$ cat src/rtl/mmio_uart_tx_if.sv
// rtl/mmio_uart_tx_if.sv - core data-memory bus bundle seen by the console UART
interface mmio_uart_tx_if;
   logic [31:0] address;
   logic [31:0] write_data;
   logic        memwrite;
   logic        memread;
   logic        hit;
   logic [31:0] read_data;

   modport master (
      output address,
      output write_data,
      output memwrite,
      output memread,
      input  hit,
      input  read_data
   );

   modport slave (
      input  address,
      input  write_data,
      input  memwrite,
      input  memread,
      output hit,
      output read_data
   );
endinterface

$ cat src/rtl/mmio_uart_tx.sv
// rtl/mmio_uart_tx.sv - memory-mapped byte FIFO draining into an 8N1 UART transmitter
// Optional even-parity bit: define MMIO_UART_TX_PARITY_EN.
module mmio_uart_tx #(
   parameter logic [31:0] BASE_ADDR    = 32'hFFFF0000,
   parameter int          CLKS_PER_BIT = 16,
   parameter int          FIFO_DEPTH   = 8
) (
   input  logic          clock,
   input  logic          reset,
   mmio_uart_tx_if.slave bus,
   output logic          tx,
   output logic          busy
);

   localparam int PTR_W  = $clog2(FIFO_DEPTH);
   localparam int CNT_W  = PTR_W + 1;
   localparam int BAUD_W = $clog2(CLKS_PER_BIT);

   localparam logic [31:0]       STATUS_ADDR = BASE_ADDR + 32'd4;
   localparam logic [BAUD_W-1:0] BAUD_LAST   = BAUD_W'(CLKS_PER_BIT - 1);
   localparam logic [CNT_W-1:0]  DEPTH_C     = CNT_W'(FIFO_DEPTH);

`ifdef MMIO_UART_TX_PARITY_EN
   localparam logic PARITY_CAP = 1'b1;
`else
   localparam logic PARITY_CAP = 1'b0;
`endif

   typedef enum logic [2:0] {
      S_IDLE,
      S_START,
      S_DATA,
`ifdef MMIO_UART_TX_PARITY_EN
      S_PARITY,
`endif
      S_STOP
   } state_t;

   logic [7:0]        r_mem [FIFO_DEPTH];
   logic [PTR_W-1:0]  r_wr_ptr;
   logic [PTR_W-1:0]  r_rd_ptr;
   logic [CNT_W-1:0]  r_count;
   logic              r_overflow;

   state_t            r_state;
   state_t            w_state_next;
   logic [BAUD_W-1:0] r_baud;
   logic [BAUD_W-1:0] w_baud_next;
   logic [2:0]        r_bit_idx;
   logic [2:0]        w_bit_next;
   logic [7:0]        r_shift;
   logic [7:0]        w_shift_next;
   logic              r_tx;
   logic              w_tx_next;
`ifdef MMIO_UART_TX_PARITY_EN
   logic              r_parity;
`endif

   logic              w_sel_data;
   logic              w_sel_status;
   logic              w_push;
   logic              w_pop;
   logic              w_accept;
   logic              w_drop;
   logic              w_ovf_clr;
   logic              w_fifo_empty;
   logic              w_full;
   logic              w_status_empty;
   logic              w_baud_done;
   logic [7:0]        w_head;
   logic [31:0]       w_status;
   logic              w_unused;

   assign w_sel_data   = (bus.address == BASE_ADDR);
   assign w_sel_status = (bus.address == STATUS_ADDR);
   assign w_fifo_empty = (r_count == '0);
   assign w_full       = (r_count == DEPTH_C);
   assign w_head       = r_mem[r_rd_ptr];
   assign w_baud_done  = (r_baud == BAUD_LAST);

   // A full FIFO still takes a store when the serialiser frees a slot on the same edge.
   assign w_push   = bus.memwrite && w_sel_data;
   assign w_pop    = (r_state == S_IDLE) && !w_fifo_empty;
   assign w_accept = w_push && (!w_full || w_pop);
   assign w_drop   = w_push && !w_accept;
   assign w_ovf_clr = bus.memread && w_sel_status;

   assign w_status_empty = w_fifo_empty && (r_state == S_IDLE);
   assign w_status       = {28'd0, PARITY_CAP, r_overflow, w_full, w_status_empty};

   assign bus.hit       = (bus.memread || bus.memwrite) && (w_sel_data || w_sel_status);
   assign bus.read_data = (bus.memread && w_sel_status) ? w_status : 32'd0;

   assign tx   = r_tx;
   assign busy = !w_fifo_empty || (r_state != S_IDLE);

   assign w_unused = ^bus.write_data[31:8];

   always_ff @(posedge clock) begin
      if (w_accept) begin
         r_mem[r_wr_ptr] <= bus.write_data[7:0];
      end
   end

   always_ff @(posedge clock or negedge reset) begin
      if (!reset) begin
         r_wr_ptr   <= '0;
         r_rd_ptr   <= '0;
         r_count    <= '0;
         r_overflow <= 1'b0;
      end else begin
         if (w_accept) begin
            r_wr_ptr <= r_wr_ptr + PTR_W'(1);
         end
         if (w_pop) begin
            r_rd_ptr <= r_rd_ptr + PTR_W'(1);
         end
         if (w_accept && !w_pop) begin
            r_count <= r_count + CNT_W'(1);
         end else if (w_pop && !w_accept) begin
            r_count <= r_count - CNT_W'(1);
         end
         if (w_drop) begin
            r_overflow <= 1'b1;
         end else if (w_ovf_clr) begin
            r_overflow <= 1'b0;
         end
      end
   end

   // tx is registered from the next-state value so the line changes exactly on state edges.
   always_comb begin
      w_state_next = r_state;
      w_baud_next  = r_baud;
      w_bit_next   = r_bit_idx;
      w_shift_next = r_shift;
      w_tx_next    = 1'b1;
      case (r_state)
         S_IDLE: begin
            w_baud_next = '0;
            if (w_pop) begin
               w_state_next = S_START;
               w_shift_next = w_head;
               w_tx_next    = 1'b0;
            end
         end
         S_START: begin
            w_tx_next = 1'b0;
            if (w_baud_done) begin
               w_state_next = S_DATA;
               w_baud_next  = '0;
               w_bit_next   = '0;
               w_tx_next    = r_shift[0];
            end else begin
               w_baud_next = r_baud + BAUD_W'(1);
            end
         end
         S_DATA: begin
            w_tx_next = r_shift[0];
            if (w_baud_done) begin
               w_baud_next = '0;
               if (r_bit_idx == 3'd7) begin
`ifdef MMIO_UART_TX_PARITY_EN
                  w_state_next = S_PARITY;
                  w_tx_next    = r_parity;
`else
                  w_state_next = S_STOP;
                  w_tx_next    = 1'b1;
`endif
               end else begin
                  w_shift_next = {1'b0, r_shift[7:1]};
                  w_bit_next   = r_bit_idx + 3'd1;
                  w_tx_next    = r_shift[1];
               end
            end else begin
               w_baud_next = r_baud + BAUD_W'(1);
            end
         end
`ifdef MMIO_UART_TX_PARITY_EN
         S_PARITY: begin
            w_tx_next = r_parity;
            if (w_baud_done) begin
               w_state_next = S_STOP;
               w_baud_next  = '0;
               w_tx_next    = 1'b1;
            end else begin
               w_baud_next = r_baud + BAUD_W'(1);
            end
         end
`endif
         S_STOP: begin
            w_tx_next = 1'b1;
            if (w_baud_done) begin
               w_state_next = S_IDLE;
               w_baud_next  = '0;
            end else begin
               w_baud_next = r_baud + BAUD_W'(1);
            end
         end
         default: begin
            w_state_next = S_IDLE;
            w_baud_next  = '0;
         end
      endcase
   end

   always_ff @(posedge clock or negedge reset) begin
      if (!reset) begin
         r_state   <= S_IDLE;
         r_baud    <= '0;
         r_bit_idx <= '0;
         r_shift   <= '0;
         r_tx      <= 1'b1;
      end else begin
         r_state   <= w_state_next;
         r_baud    <= w_baud_next;
         r_bit_idx <= w_bit_next;
         r_shift   <= w_shift_next;
         r_tx      <= w_tx_next;
      end
   end

`ifdef MMIO_UART_TX_PARITY_EN
   // The shift register is consumed during DATA, so the parity of the popped byte is kept aside.
   always_ff @(posedge clock or negedge reset) begin
      if (!reset) begin
         r_parity <= 1'b0;
      end else if (w_pop) begin
         r_parity <= ^w_head;
      end
   end
`endif

endmodule
$ cat src/flat_wrapper.sv
// flat-port wrapper written by rule: the top's interface ports become plain ports
module mmio_uart_tx_flat 
#(
   parameter logic [31:0] BASE_ADDR    = 32'hFFFF0000,
   parameter int          CLKS_PER_BIT = 16,
   parameter int          FIFO_DEPTH   = 8
)
  (clock, reset, tx, busy, bus_address, bus_write_data, bus_memwrite, bus_memread, bus_hit, bus_read_data);
  mmio_uart_tx_if bus_i ();
  input  logic clock;
  input  logic reset;
  output logic tx;
  output logic busy;
  input wire logic [$bits(bus_i.address)-1:0] bus_address;
  input wire logic [$bits(bus_i.write_data)-1:0] bus_write_data;
  input wire logic [$bits(bus_i.memwrite)-1:0] bus_memwrite;
  input wire logic [$bits(bus_i.memread)-1:0] bus_memread;
  output wire logic [$bits(bus_i.hit)-1:0] bus_hit;
  output wire logic [$bits(bus_i.read_data)-1:0] bus_read_data;
  assign bus_i.address = bus_address;
  assign bus_i.write_data = bus_write_data;
  assign bus_i.memwrite = bus_memwrite;
  assign bus_i.memread = bus_memread;
  assign bus_hit = bus_i.hit;
  assign bus_read_data = bus_i.read_data;
  mmio_uart_tx #(.BASE_ADDR(BASE_ADDR), .CLKS_PER_BIT(CLKS_PER_BIT), .FIFO_DEPTH(FIFO_DEPTH)) u_core (.clock(clock), .reset(reset), .bus(bus_i), .tx(tx), .busy(busy));
endmodule
$ cat config.mk
export PLATFORM = sky130hd
export DESIGN_NAME = mmio_uart_tx_flat
export DESIGN_NICKNAME = d
export VERILOG_FILES = /design/src/rtl/mmio_uart_tx_if.sv /design/src/rtl/mmio_uart_tx.sv /design/src/flat_wrapper.sv
export SDC_FILE = /design/constraint.sdc
export NUM_CORES = 1
export LEC_CHECK = 0
export CORE_ASPECT_RATIO = 0.9
export CORE_MARGIN = 1.5
export CORE_UTILIZATION = 41
export DETAILED_ROUTE_END_ITERATION = 16
export PLACE_DENSITY_LB_ADDON = 0.1
export SKIP_CTS_REPAIR_TIMING = 1
export SYNTH_ARGS = -nofsm -noshare
export SYNTH_HDL_FRONTEND = slang
export SYNTH_SLANG_ARGS = --single-unit
export TNS_END_PERCENT = 20
$ cat constraint.sdc
create_clock -name clock -period 4 [get_ports clock]
set_clock_uncertainty 0.2 [all_clocks]
set_input_delay 0.6 -clock clock [delete_from_list [all_inputs] [get_ports clock]]
set_output_delay 0.6 -clock clock [all_outputs]
set_load 0.05 [all_outputs]
==> flow_summary.json, run 1 <==
{
  "period_minus_slack_ns": 3.49,
  "cts_tree": "done",
  "status": "finished, violations left",
  "via_per_inst": 5.21,
  "ys.flop_type": "edfxtp_1",
  "wl_met1_mm": 3.80,
  "async_reset_ff_share_pct": 31.2,
  "die_area_um2": 11400,
  "wire_per_inst_um": 16.5,
  "p_leak_nw": 2.04,
  "synth.distinct_cells": 46,
  "drc_errors": 14,
  "slowest_delay_ns": 0.54,
  "fp.coreArea_um2": 10300,
  "postLayoutCoreUtil_pct": 51.9,
  "place.gp.congestion": 0.719,
  "vdd_ir_drop_max_mv": 0.184,
  "setup_viol": 0,
  "dp_hpwl_mm": 5.50,
  "ys_warn_count": 0,
  "dp_cells": 479,
  "vias": 2572,
  "antenna_found_initial": 0,
  "clock.fmax_ghz": 0.287,
  "end_kind": "output port",
  "clk_latency_ns": 0.34,
  "worstMarginPinSlew_ns": 0.937,
  "worstSetupStartpointType": "input port",
  "drtIter0Drc": 77,
  "top_layer": "met4",
  "drv_slew": 0,
  "violations": "design-rule violations",
  "fin_cells": 494,
  "synth_seq_area_share_pct": 60.2,
  "cp.buffers_inverters": 3,
  "grt_max_degree": 30,
  "worstPathArrival_ns": 2.69,
  "clock_sinks": 93,
  "worstPathRequired_ns": 3.20,
  "wl_met2_mm": 3.76,
  "synth_edf_count": 64,
  "antenna_cells": 0,
  "path_class": "in -> out",
  "grt_pass1_vias": 2472,
  "dr.pass1.iters": 10,
  "met3_length_um": 506,
  "syn-cell-area_um2": 4400,
  "cts_max_level": 3,
  "slowest_stage": "or4_4",
  "fill_cells": 869,
  "synth-seq-cells": 93,
  "rows": 35,
  "crit_family": "simple AND/OR/NAND/NOR gates",
  "avgSynthCellArea_um2": 14.7,
  "drive_gt1_share_pct": 18.6,
  "fin_nets": 443,
  "grt_pass1_wl_mm": 12.9,
  "synthCells": 299,
  "cts_buffers": 9,
  "initial_core_util_pct": 42.6,
  "ant_nets": 0,
  "cts.path.max_buffers": 2,
  "hp-class": "reg -> reg",
  "worstPathMaxFanout": 4,
  "max_cap_violations": 0,
  "p_per_area_nw_per_um2": 385,
  "die_height_um": 101,
  "grt.total_usage_pct": 15.1,
  "area_growth_pct": 22.0,
  "hold_viol": 0,
  "ios": 103,
  "min_period_over_period_pct": 87.2,
  "clkSlewWorstSetupHoldPaths_ns": 0.07,
  "cp_cell_sequence": "clkdlybuf4s50_1, or4_4, nor4_4, buf_4, nand4_1, nor2_1, buf_12",
  "die_w_um": 112,
  "setup_tns_ns": 0,
  "numPortBuffers": 49,
  "rsz0062_at_grt": "false",
  "grt-ovfl-total": 0,
  "cts-root-buf": "clkbuf_16",
  "wl_mm": 8.15,
  "slew_headroom_pct": 37.5
}
## stage by stage
step / setup WS (ns) / power [mW] / instance area, um^2 / hold slack [ns]
floorplan: 0.679 / 1.14 / 4500 / 0.104
global placement: 0.258 / 1.17 / 5050 / 0.276
detailed placement: 0.205 / 1.17 / 5050 / 0.274
CTS: 0.463 / 2.09 / 5370 / 0.296
global route: 0.351 / 2.13 / 5370 / 0.309
finish: 0.513 / 2.06 / 5370 / 0.292
## synthesized netlist by cell type, types with 2 or more instances
| master | number | area share (%) |
|---|---|---|
| ha_1 | 13 | 3.7 |
| nor3_1 | 3 | 0.34 |
| nor2_1 | 17 | 1.5 |
| a21oi_1 | 4 | 0.46 |
| buf_2 | 3 | 0.34 |
| nand3b_1 | 2 | 0.34 |
| o21ai_0 | 20 | 2.3 |
| inv_1 | 6 | 0.51 |
| a22o_1 | 4 | 0.80 |
| nand4b_1 | 4 | 0.80 |
| or4_1 | 3 | 0.51 |
| clkbuf_1 | 7 | 0.60 |
| dfrtp_1 | 28 | 16 |
| nand3_1 | 3 | 0.34 |
| mux2_2 | 10 | 2.6 |
| nor4_4 | 2 | 0.97 |
| buf_4 | 29 | 5.0 |
| mux2i_1 | 11 | 2.5 |
| edfxtp_1 | 64 | 44 |
| mux4_2 | 16 | 8.2 |
| xnor2_1 | 8 | 1.6 |
| nand4_1 | 4 | 0.57 |
| nand2_1 | 10 | 0.85 |
| a21o_1 | 2 | 0.34 |
| nor4_1 | 5 | 0.71 |
## registers in the layout, indices dropped and copies added (netlist names)
signal             flops
u_core.r_baud          4
u_core.r_bit_idx       3
u_core.r_count         4
u_core.r_mem          64
u_core.r_overflow      1
u_core.r_rd_ptr        3
u_core.r_shift         8
u_core.r_state         2
u_core.r_wr_ptr        3
u_core.tx              1
## placed cells by master (no fill, tap or decap), types with 2 or more instances in the layout
master	count
mux2_2	10
nand2_1	10
nand4_1	4
clkbuf_16	9
mux4_2	16
edfxtp_1	64
buf_4	13
buf_12	4
nand3b_1	2
nor4_4	2
nor2_1	17
o21ai_0	20
a21oi_1	4
a22o_1	4
clkdlybuf4s50_1	45
nor3_1	3
a21o_1	2
dfrtp_1	28
mux2i_1	11
ha_1	13
or4_1	3
nand3_1	3
inv_1	6
nor4_2	2
clkinvlp_4	2
nand4b_1	4
nor4_1	3
xnor2_1	8
conb_1	29
bufinv_16	2
## final timing paths
check                                               from                       endpoint  slack [ns]  cells after the start
min in group asynchronous                          reset  u_core.r_state[1]$_DFFE_PN0P_        0.45                      2
max reg2reg                u_core.r_count[0]$_DFFE_PN0P_  u_core.r_count[3]$_DFFE_PN0P_        0.78                     10
max in group asynchronous                          reset            u_core.tx$_DFF_PN1_        2.83                      2
min reg2reg                u_core.r_overflow$_DFFE_PN0P_  u_core.r_overflow$_DFFE_PN0P_        0.29                      1
min                        u_core.r_overflow$_DFFE_PN0P_  u_core.r_overflow$_DFFE_PN0P_        0.29                      1
max                                      bus_address[13]               bus_read_data[1]        0.51                      7
## worst reg2reg max path: cells and delay by family (launching register included)
family / cells / cell delay, ns
AO/OA/AOI/OAI: 2 / 0.33
AND/OR/NAND/NOR: 3 / 1.14
flip-flops: 1 / 0.46
buffers and inverters: 1 / 0.13
adder cells (fa/ha/maj): 2 / 0.49
multiplexers: 1 / 0.27
XOR/XNOR: 1 / 0.14
## report_power, final
part	internal (mW)	switching, mW
logic	0.0401	0.0818
registers	1.03	0.00000000151
clock network	0.550	0.362
total	1.62	0.443
## logic make-up (layout without fill, tap and decap cells)
family                     count (synthesis)  in the layout  share of synthesized area [%]
and+or+nand+nor                           65             65                           9.10
DFF                                       93             93                           60.2
adders and majority gates                 14             14                           4.15
buffers and inverters                     45             83                           6.40
muxes                                     38             38                           13.6
xor gates and xnor gates                   8              8                           1.59
other                                      1             29                         0.0853
AOI/OAI and AO/OA                         35             35                           4.84
## layer usage
metal / track usage [%] / vias to the layer above
li1: - / 1200
met1: 20.5 / 1272
met2: 24.1 / 90
met3: 4.07 / 10
met4: 4.38 / 0
met5: 0 / -
## cell type report
class                   count  area, um^2  area share, %
clock buffers               9         225           4.20
repair buffers             62         628           11.7
multi-input cells         189        1590           29.5
clock inverters             6        95.1           1.77
well taps                 129         161           3.01
flip-flops and latches     93        2650           49.4
inverters                   6        22.5          0.420
No activity file was read; power rests on OpenSTA's default activity.
==> inputs of run 2 (changes only) <==
--- a/config.mk
+++ b/config.mk
@@ -9,6 +9,7 @@
 export CORE_MARGIN = 1.5
 export CORE_UTILIZATION = 41
 export DETAILED_ROUTE_END_ITERATION = 16
+export MAX_ROUTING_LAYER = met4
 export PLACE_DENSITY_LB_ADDON = 0.1
 export SKIP_CTS_REPAIR_TIMING = 1
 export SYNTH_ARGS = -nofsm -noshare
==> flow_summary.json, run 2 (synthesized netlist as in run 1, its figures left out) <==
{
  "end_kind": "output port",
  "violations": "design-rule violations",
  "setup_tns_ns": 0,
  "slew_headroom_pct": 37.1,
  "grt_max_degree": 30,
  "clock_power_share_pct": 44.2,
  "die_height_um": 101,
  "switching_share_pct": 21.5,
  "antenna_cells": 0,
  "vdd_ir_drop_max_mv": 0.184,
  "clock.fmax_ghz": 0.287,
  "p_per_area_nw_per_um2": 385,
  "wl_mm": 8.11,
  "fp.coreArea_um2": 10300,
  "status": "finished, violations left",
  "dp_cells": 479,
  "rows": 35,
  "drc_errors": 14,
  "layout_commonest_cell": "edfxtp_1",
  "min_period_over_period_pct": 87.2,
  "fin_cells": 494,
  "power_switching_mw": 0.445,
  "cts.path.max_buffers": 2,
  "drv_slew": 0,
  "cts-root-buf": "clkbuf_16",
  "hold_viol": 0,
  "grt_pass1_vias": 2473,
  "cts_max_level": 3,
  "final_cell_mix": "edfxtp_1 (64), clkdlybuf4s50_1 (45), conb_1 (29), dfrtp_1 (28), o21ai_0 (20)",
  "p_leak_nw": 2.04,
  "drtIter0Drc": 96,
  "clkSlewWorstSetupHoldPaths_ns": 0.07,
  "worstPathRequired_ns": 3.20,
  "power_mw": 2.07,
  "die_area_um2": 11400,
  "worstPathArrival_ns": 2.69,
  "area_growth_pct": 22.0,
  "seqPwrFrac_pct": 49.9,
  "reg_top3": "u_core.r_mem (64), u_core.r_shift (8)",
  "worstMarginPinSlew_ns": 0.944,
  "place.gp.congestion": 0.728,
  "vias": 2574,
  "largest_register_ff_count": 64,
  "grt_pass1_wl_mm": 12.9,
  "dp_hpwl_mm": 5.50,
  "rsz0062_at_grt": "false",
  "internal_power_mw": 1.62,
  "ios": 103,
  "path_class": "in -> out",
  "grt-ovfl-total": 0,
  "antenna_found_initial": 0,
  "postLayoutCoreUtil_pct": 51.9,
  "cts_buffers": 9,
  "fill_cells": 869,
  "ant_nets": 0,
  "max_cap_violations": 0,
  "pwr-share-comb_pct": 5.9,
  "clock_sinks": 93,
  "worstPathMaxFanout": 4,
  "drive_gt1_share_pct": 18.6,
  "cts_tree": "done",
  "dr.pass1.iters": 10,
  "period_minus_slack_ns": 3.49,
  "fin_nets": 443,
  "grt.total_usage_pct": 15.6,
  "wire_per_inst_um": 16.4,
  "numPortBuffers": 49,
  "clk_latency_ns": 0.34,
  "worstSetupStartpointType": "input port",
  "initial_core_util_pct": 42.6,
  "die_w_um": 112,
  "via_per_inst": 5.21,
  "top_register": "u_core.r_mem",
  "hp-class": "reg -> reg",
  "setup_viol": 0
}
## run 2: worst max-delay path, stage by stage
cell             delay [ns]
clkdlybuf4s50_1        0.40
or4_4                  0.54
nor4_4                 0.33
buf_4                  0.19
nand4_1                0.21
nor2_1                 0.25
buf_12                 0.17
## run 2: power groups by stage
stage	clock network [mW]	logic, mW	registers, mW
global placement	0	0.121	1.05
floorplan	0	0.0872	1.05
finish	0.913	0.122	1.03
detailed placement	0	0.122	1.05
global route	0.968	0.130	1.03
CTS	0.936	0.122	1.03
## run 2: worst paths after layout
check                      cells past startpoint                           from  slack [ns]                       endpoint
setup / recovery                               7                bus_address[13]        0.51               bus_read_data[1]
hold / removal                                 1  u_core.r_overflow$_DFFE_PN0P_        0.29  u_core.r_overflow$_DFFE_PN0P_
setup reg to reg                              10  u_core.r_count[0]$_DFFE_PN0P_        0.78  u_core.r_count[3]$_DFFE_PN0P_
hold reg to reg                                1  u_core.r_overflow$_DFFE_PN0P_        0.29  u_core.r_overflow$_DFFE_PN0P_
max in group asynchronous                      2                          reset        2.83            u_core.tx$_DFF_PN1_
min in group asynchronous                      2                          reset        0.45  u_core.r_state[1]$_DFFE_PN0P_
## run 2: per-stage QoR
step / setup slack [ns] / cell area (um^2) / hold slack [ns]
after CTS: 0.463 / 5370 / 0.296
after global routing: 0.351 / 5370 / 0.309
after global placement: 0.258 / 5050 / 0.276
final: 0.510 / 5370 / 0.292
after floorplan: 0.679 / 4500 / 0.104
after detailed placement: 0.205 / 5050 / 0.274
## run 2: area by class of cell
type	count	area, um^2	share of cell area (%)
clock buffers	9	225	4.20
multi-input cells	189	1590	29.5
well taps	129	161	3.01
flip-flops and latches	93	2650	49.4
clock inverters	6	95.1	1.77
inverters	6	22.5	0.420
repair buffers	62	628	11.7
## run 2: per-layer routing
metal	global-route usage, %	share of wire [%]
met4	4.38	0.94
met1	20.7	47
met3	4.01	5.5
met5	-	0
met2	24.0	47
==> inputs of run 3 (changes only) <==
--- a/config.mk
+++ b/config.mk
@@ -8,6 +8,7 @@
 export CORE_ASPECT_RATIO = 0.9
 export CORE_MARGIN = 1.5
 export CORE_UTILIZATION = 41
+export CTS_BUF_LIST = sky130_fd_sc_hd__clkbuf_2 sky130_fd_sc_hd__clkbuf_4 sky130_fd_sc_hd__clkbuf_8
 export DETAILED_ROUTE_END_ITERATION = 16
 export MAX_ROUTING_LAYER = met4
 export PLACE_DENSITY_LB_ADDON = 0.1
==> flow_summary.json, run 3 (synthesized netlist as in run 1, its figures left out) <==
{
  "setup_viol": 0,
  "pwr-share-comb_pct": 6.6,
  "power_switching_mw": 0.417,
  "via_per_inst": 5.19,
  "clock.fmax_ghz": 0.287,
  "fp.coreArea_um2": 10300,
  "rows": 35,
  "vdd_ir_drop_max_mv": 0.143,
  "seq_area_um2": 2650,
  "clock_sinks": 93,
  "fin_nets": 443,
  "crit_family": "simple AND/OR/NAND/NOR gates",
  "wire_per_inst_um": 16.4,
  "slowest_delay_ns": 0.54,
  "reg_top3": "u_core.r_mem (64), u_core.r_shift (8)",
  "hp-class": "reg -> reg",
  "vias": 2562,
  "p_leak_nw": 2.00,
  "multi_input_area_um2": 1590,
  "hold_viol": 0,
  "power_mw": 1.84,
  "grt_max_degree": 30,
  "clkSlewWorstSetupHoldPaths_ns": 0.10,
  "place.gp.congestion": 0.728,
  "slew_headroom_pct": 36.4,
  "clk_latency_ns": 0.35,
  "grt_pass1_vias": 2473,
  "dr.pass1.iters": 10,
  "drtIter0Drc": 100,
  "min_period_over_period_pct": 87.2,
  "rsz0062_at_grt": "false",
  "cp_cell_sequence": "clkdlybuf4s50_1, or4_4, nor4_4, buf_4, nand4_1, nor2_1, buf_12",
  "violations": "design-rule violations",
  "worstSetupStartpointType": "input port",
  "grt.total_usage_pct": 15.6,
  "fill_cells": 881,
  "grt_pass1_wl_mm": 12.9,
  "largest_register_ff_count": 64,
  "die_height_um": 101,
  "end_kind": "output port",
  "drive_gt1_share_pct": 18.6,
  "cts_max_level": 3,
  "worstMarginPinSlew_ns": 0.954,
  "internal_power_mw": 1.42,
  "initial_core_util_pct": 42.6,
  "switching_share_pct": 22.6,
  "area_growth_pct": 19.7,
  "final_cell_mix": "edfxtp_1 (64), clkdlybuf4s50_1 (45), conb_1 (29), dfrtp_1 (28), o21ai_0 (20)",
  "seqPwrFrac_pct": 55.9,
  "p_per_area_nw_per_um2": 350,
  "antenna_found_initial": 0,
  "cp.buffers_inverters": 3,
  "numPortBuffers": 49,
  "clock_power_share_pct": 37.5,
  "worstPathMaxFanout": 4,
  "die_w_um": 112,
  "cts.path.max_buffers": 2,
  "max_cap_violations": 0,
  "ios": 103,
  "fin_area_um2": 5270,
  "worstPathRequired_ns": 3.20,
  "period_minus_slack_ns": 3.49,
  "worstPathArrival_ns": 2.69,
  "cts-root-buf": "clkbuf_8",
  "dp_hpwl_mm": 5.50,
  "setup_tns_ns": 0,
  "drc_errors": 14,
  "antenna_cells": 0,
  "drv_slew": 0,
  "place_area_um2": 5050,
  "cts_tree": "done",
  "slowest_stage": "or4_4",
  "grt-ovfl-total": 0,
  "ant_nets": 0,
  "top_register": "u_core.r_mem",
  "wl_mm": 8.09,
  "die_area_um2": 11400,
  "status": "finished, violations left",
  "cts_buffers": 9,
  "path_class": "in -> out",
  "layout_commonest_cell": "edfxtp_1"
}
## run 3: cell types whose count changed in the layout (fill, tap and decap cells not counted)
cell	delta
clkbuf_8	+9
clkbuf_16	-9
## run 3: path summary, 6_finish.rpt
kind / start / end / slack, ns / cells past startpoint
max: bus_address[13] / bus_read_data[1] / 0.51 / 7
min: u_core.r_overflow$_DFFE_PN0P_ / u_core.r_overflow$_DFFE_PN0P_ / 0.30 / 1
max reg2reg: u_core.r_count[0]$_DFFE_PN0P_ / u_core.r_count[3]$_DFFE_PN0P_ / 0.77 / 10
min reg2reg: u_core.r_overflow$_DFFE_PN0P_ / u_core.r_overflow$_DFFE_PN0P_ / 0.30 / 1
max in group asynchronous: reset / u_core.tx$_DFF_PN1_ / 2.85 / 2
min in group asynchronous: reset / u_core.r_state[1]$_DFFE_PN0P_ / 0.43 / 2
## run 3: layout make-up
class	instances	area share, %
sequential	93	50.3
timing repair buffer	62	11.9
clock buffer	9	2.35
clock inverter	6	1.81
inverter	6	0.428
multi-input combinational	189	30.1
tap	129	3.07
## run 3: per-stage QoR
step | instances | setup slack, ns | hold slack (ns) | util (%)
finish | 494 | 0.512 | 0.299 | 50.9
global route | 494 | 0.361 | 0.318 | 50.9
CTS | 494 | 0.463 | 0.303 | 50.9
detailed placement | 479 | 0.205 | 0.274 | 48.8
global placement | 479 | 0.258 | 0.276 | 48.8
floorplan | 327 | 0.679 | 0.104 | -
## run 3: power groups by stage
stage / sequential, mW / clock, mW / combinational, mW
4_1_cts: 1.03 / 0.711 / 0.122
2_1_floorplan: 1.05 / 0 / 0.0872
6_report: 1.03 / 0.690 / 0.122
3_3_place_gp: 1.05 / 0 / 0.121
5_1_grt: 1.03 / 0.748 / 0.129
3_5_place_dp: 1.05 / 0 / 0.122
## run 3: layer usage
metal / global-route usage (%) / vias up / part of all wire (%)
met5: - / - / 0
met4: 3.51 / 0 / 0.56
li1: - / 1195 / -
met2: 24.2 / 88 / 46
met3: 4.55 / 4 / 6.1
met1: 20.5 / 1275 / 47
